**config.mk**
```make
export PLATFORM = sky130hd
export DESIGN_NAME = ras
export DESIGN_NICKNAME = d
export VERILOG_FILES = /design/src/rtl/ras_pkg.sv /design/src/rtl/ras.sv
export SDC_FILE = /design/constraint.sdc
export NUM_CORES = 1
export LEC_CHECK = 0
export BUFFER_PORTS_ARGS = -buffer_cell sky130_fd_sc_hd__buf_4
export CAP_MARGIN = 10
export CORE_MARGIN = 1
export CORE_UTILIZATION = 45
export DETAILED_ROUTE_END_ITERATION = 16
export REMOVE_ABC_BUFFERS = 1
export SYNTH_ARGS = -nofsm -noshare
export SYNTH_HDL_FRONTEND = slang
export SYNTH_SLANG_ARGS = --single-unit
```
**constraint.sdc**
```tcl
create_clock -name CLK -period 3.2 [get_ports CLK]
set_input_delay 0.32 -clock CLK [delete_from_list [all_inputs] [get_ports CLK]]
set_output_delay 0.32 -clock CLK [all_outputs]
set_load 0.02 [all_outputs]
```
**src/rtl/ras_pkg.sv**
```systemverilog
// Shared fetch-predictor types for the return address stack and its checkpoints.
package ras_pkg;

  localparam int unsigned RAS_ENTRIES     = 16;
  localparam int unsigned LOG_RAS_ENTRIES = $clog2(RAS_ENTRIES);

  typedef logic [37:0]                  PC38_t;
  typedef logic [LOG_RAS_ENTRIES-1:0]   RAS_idx_t;
  typedef logic [LOG_RAS_ENTRIES:0]     RAS_count_t;

  typedef struct packed {
    RAS_idx_t   index;
    RAS_count_t count;
  } RAS_ckpt_t;

endpackage

```
**src/rtl/ras.sv**
```systemverilog
// Return address stack: push on call, pop on return, replace top on RET_L,
// checkpoint restore on mispredict. Define RAS_REPAIR_TOP_EN to also repair the restored top entry.
module ras
  import ras_pkg::*;
#(
  parameter int unsigned RAS_ENTRIES = ras_pkg::RAS_ENTRIES,
  parameter logic [37:0] INIT_PC38   = 38'h0,
  localparam int unsigned LOG_RAS_ENTRIES = $clog2(RAS_ENTRIES)
) (
  input  logic                       CLK,
  input  logic                       nRST,
  input  logic                       link_valid,
  input  logic [37:0]                link_pc38,
  input  logic                       ret_valid,
  output logic [37:0]                ret_pc38,
  output logic                       ret_empty,
  output logic [LOG_RAS_ENTRIES-1:0] ras_index,
  output logic [LOG_RAS_ENTRIES:0]   ras_count,
  input  logic                       update_valid,
  input  logic [LOG_RAS_ENTRIES-1:0] update_ras_index,
  input  logic [LOG_RAS_ENTRIES:0]   update_ras_count,
  input  logic [37:0]                update_top_pc38
);

  localparam logic [LOG_RAS_ENTRIES:0] FULL_COUNT = (LOG_RAS_ENTRIES+1)'(RAS_ENTRIES);

  logic [37:0]                stack_q [RAS_ENTRIES];
  logic [LOG_RAS_ENTRIES-1:0] ptr_q, ptr_d;
  logic [LOG_RAS_ENTRIES:0]   count_q, count_d;
  logic                       wr_en;
  logic [LOG_RAS_ENTRIES-1:0] wr_addr;
  logic [37:0]                wr_data;

  always_comb begin
    ptr_d   = ptr_q;
    count_d = count_q;
    wr_en   = 1'b0;
    wr_addr = ptr_q;
    wr_data = link_pc38;
    if (update_valid) begin
      ptr_d   = update_ras_index;
      count_d = update_ras_count;
`ifdef RAS_REPAIR_TOP_EN
      wr_en   = 1'b1;
      wr_addr = update_ras_index;
      wr_data = update_top_pc38;
`endif
    end else if (link_valid && ret_valid) begin
      // Pop-then-push collapses to overwriting the current top in place.
      wr_en   = 1'b1;
      count_d = (count_q == '0) ? (LOG_RAS_ENTRIES+1)'(1) : count_q;
    end else if (link_valid) begin
      ptr_d   = ptr_q + 1'b1;
      wr_en   = 1'b1;
      wr_addr = ptr_q + 1'b1;
      count_d = (count_q == FULL_COUNT) ? count_q : count_q + 1'b1;
    end else if (ret_valid && count_q != '0) begin
      ptr_d   = ptr_q - 1'b1;
      count_d = count_q - 1'b1;
    end
  end

  always_ff @(posedge CLK or negedge nRST) begin
    if (!nRST) begin
      ptr_q   <= '0;
      count_q <= '0;
      for (int unsigned i = 0; i < RAS_ENTRIES; i++) stack_q[i] <= INIT_PC38;
    end else begin
      ptr_q   <= ptr_d;
      count_q <= count_d;
      if (wr_en) stack_q[wr_addr] <= wr_data;
    end
  end

  assign ret_pc38  = stack_q[ptr_q];
  assign ret_empty = (count_q == '0);
  assign ras_index = ptr_q;
  assign ras_count = count_q;

`ifndef RAS_REPAIR_TOP_EN
  logic unused_top;
  assign unused_top = ^update_top_pc38;
`endif

endmodule

```
==> results_dict.tcl <==
set metrics [dict create \
    slew_violations 0 \
    min_period_ns 3.12 \
    yosysSeqAreaShare_pct 54.6 \
    yosys_warnings 0 \
    synth_edf_count 0 \
    vdd_drop_max_uv 477 \
    rsz0062_at_grt "true" \
    final_common_cell "dfrtp_1" \
    die_h_um 253 \
    worst_slack_ns 0.0772 \
    wirelength_mm 68.8 \
    cts_buffers 69 \
    final_cell_mix "dfrtp_1 (613), mux2_2 (581), mux4_2 (190)" \
    place.gp.congestion 0.724 \
    async_flop_share_pct 100 \
    grt-ovfl-total 0 \
    worstSetupPathType "flop to primary output" \
    synthCells 1681 \
    status "finished clean" \
    wl_per_cell_um 25.9 \
    arrival_ns 2.80 \
    grt_max_degree 114 \
    drt-initial-drc-count 696 \
    power_density_nw_per_um2 855 \
    post_dp_cell_area_um2 29900 \
    maxCapViolCount 0 \
    fmax_mhz 320 \
    dpl.cell_count 2513 \
    io_pins 138 \
    leakage_nw 14.5 \
    setup_violations 0 \
    ff2ff_setup_slack_ns 0.11 \
    cp-end-kind "primary output" \
    vias 15287 \
    clk_latency_ns 0.61 \
    ys_types 50 \
    netlist_area_um2 28300 \
    hold_ws_ns 0.0514 \
    root_buffer "clkbuf_16" \
    grt_pass1_wl_mm 107 \
    hold_start "update_ras_count[0]" \
    p_total_mw 27.8 \
    slew_headroom_pct 36.9 \
    grt_pass1_vias 16796 \
    firstDrtPassIters 7 \
    die-area_um2 63800 \
    yosys_most_used_dff "dfrtp_1" \
    antenna_left 0 \
    track_usage_pct 22.5 \
    syn_area_per_cell_um2 16.8 \
    crit_start "ras_index[0]" \
    cts.reportedPaths.clkPinSlew_ns 0.06 \
    start_kind "flop" \
    r2r-end "stack_q[20]" \
    holdPathEnd "ras_count[0]" \
    cts_sinks 617 \
    finalNonFillerCells 2654 \
    post-place-ws_ns 0.257 \
    min_path_type "input pin to flop" \
    rows 91 \
    fin_skew_ns 0.0155 \
    tightestPinTransition_ns 0.947 \
    regToRegStartpoint "ras_index[0]" \
    crit_required_ns 2.88 \
    core_area_um2 61800 \
    reg2reg_depth 7 \
    fillers 5050 \
    regArea_um2 15500 \
    ctsLongestPathBuffers 3 \
    multiInputGateArea_um2 12000 \
    hold_viol 0 \
    design_area_um2 32500 \
    viasPerCell 5.76 \
    htree_levels 3 \
    drive_above_1_share_pct 58.3 \
    grt_antenna_before_repair 3 \
    dp.final_hpwl_mm 35.7 \
    cts_tree "built" \
    cp_max_fo 18 \
    die_w_um 253 \
    drc_errors 0 \
    start_util_pct 45.7 \
    ys_ff_latch 617 \
    io_buffers 99 \
    nets 1857 \
    hold_depth 3 \
    post-route-period-util_pct 97.6 \
    area_delta_synth_final_pct 15.1 \
]
==> cell usage after synthesis, types with 3 or more instances <==
master | number | area [µm²]
a211oi_2 | 8 | 100
a21oi_1 | 6 | 30.0
and3_1 | 3 | 18.8
buf_1 | 6 | 22.5
buf_2 | 42 | 210
buf_4 | 35 | 263
buf_6 | 8 | 90.1
clkbuf_1 | 61 | 229
dfrtp_1 | 617 | 15400
ha_1 | 5 | 62.6
inv_1 | 8 | 30.0
mux2_1 | 29 | 327
mux2_2 | 581 | 6540
mux2i_1 | 3 | 30.0
mux4_2 | 190 | 4280
nand2_1 | 5 | 18.8
nand3_1 | 3 | 15.0
nand4_1 | 9 | 56.3
nor2b_1 | 3 | 18.8
nor3_1 | 3 | 15.0
nor3b_1 | 3 | 22.5
o21a_1 | 3 | 22.5
o21ai_0 | 7 | 35.0
or3_1 | 3 | 18.8
==> critical path, cell delays in order, from the launching register on <==
cell	delay [ns]
dfrtp_4	0.42
buf_12	0.16
bufbuf_16	0.37
mux4_2	0.54
mux4_2	0.52
buf_4	0.18
==> how the worst max path moves through the flow <==
stage | endpoint | slack, ns | cells after the start
after floorplan | stack_q[190] | -6.42 | 6
after global placement | stack_q[518] | 0.26 | 6
after detailed placement | stack_q[56] | 0.26 | 7
after CTS | ret_pc38[33] | 0.004 | 4
after global routing | ret_pc38[34] | -0.008 | 5
final | ret_pc38[34] | 0.08 | 5
==> state kept, by name (all words and copies together), names as in the netlist <==
name,cells
ras_index,4
ras_count,5
stack_q,608
==> per-layer routing <==
| metal | GRT usage, % | share of wire (%) | vias up |
|---|---|---|---|
| li1 | - | - | 6513 |
| met1 | 32.3 | 47 | 8462 |
| met2 | 35.9 | 48 | 215 |
| met3 | 3.69 | 3.3 | 93 |
| met4 | 5.37 | 2.0 | 4 |
| met5 | 0 | 0.033 | - |
==> metrics by stage <==
step / setup TNS [ns] / util, %
6_report: 0 / 52.6
5_1_grt: -0.0194 / 52.6
4_1_cts: 0 / 52.6
3_5_place_dp: 0 / 48.4
3_3_place_gp: 0 / 48.4
2_1_floorplan: -3978.80 / -
==> power breakdown <==
group / internal [mW] / switching (mW) / leakage [nW]
clock: 4.88 / 3.22 / 1.17
sequential: 10.9 / 1.47 / 7.90
combinational: 4.65 / 2.74 / 5.42
==> cell type report <==
| class | count | area share (%) |
|---|---|---|
| clock buffer | 107 | 6.62 |
| antenna | 1 | 0.00769 |
| tap | 837 | 3.22 |
| sequential | 617 | 47.5 |
| inverter | 8 | 0.0923 |
| multi-input combinational | 902 | 36.9 |
| timing repair buffer | 163 | 5.07 |
| clock inverter | 19 | 0.592 |
==> kinds of logic after synthesis <==
kind of cell	Yosys count	synth area share, %
AND/OR/NAND/NOR	49	1.12
buffers and inverters	162	3.09
multiplexers	803	39.6
AO/OA/AOI/OAI	39	1.09
flip-flops	617	54.6
XOR/XNOR	5	0.208
adder cells (fa/ha/maj)	6	0.292
==> timing repair <==
action,4_1_cts,5_1_grt
resized for setup,7,6
setup endpoints to repair,35,29
setup buffers,4,0
hold buffers,6,0
gates cloned,4,1
hold endpoints to repair,65,0
(Power assumes the default switching activity.)
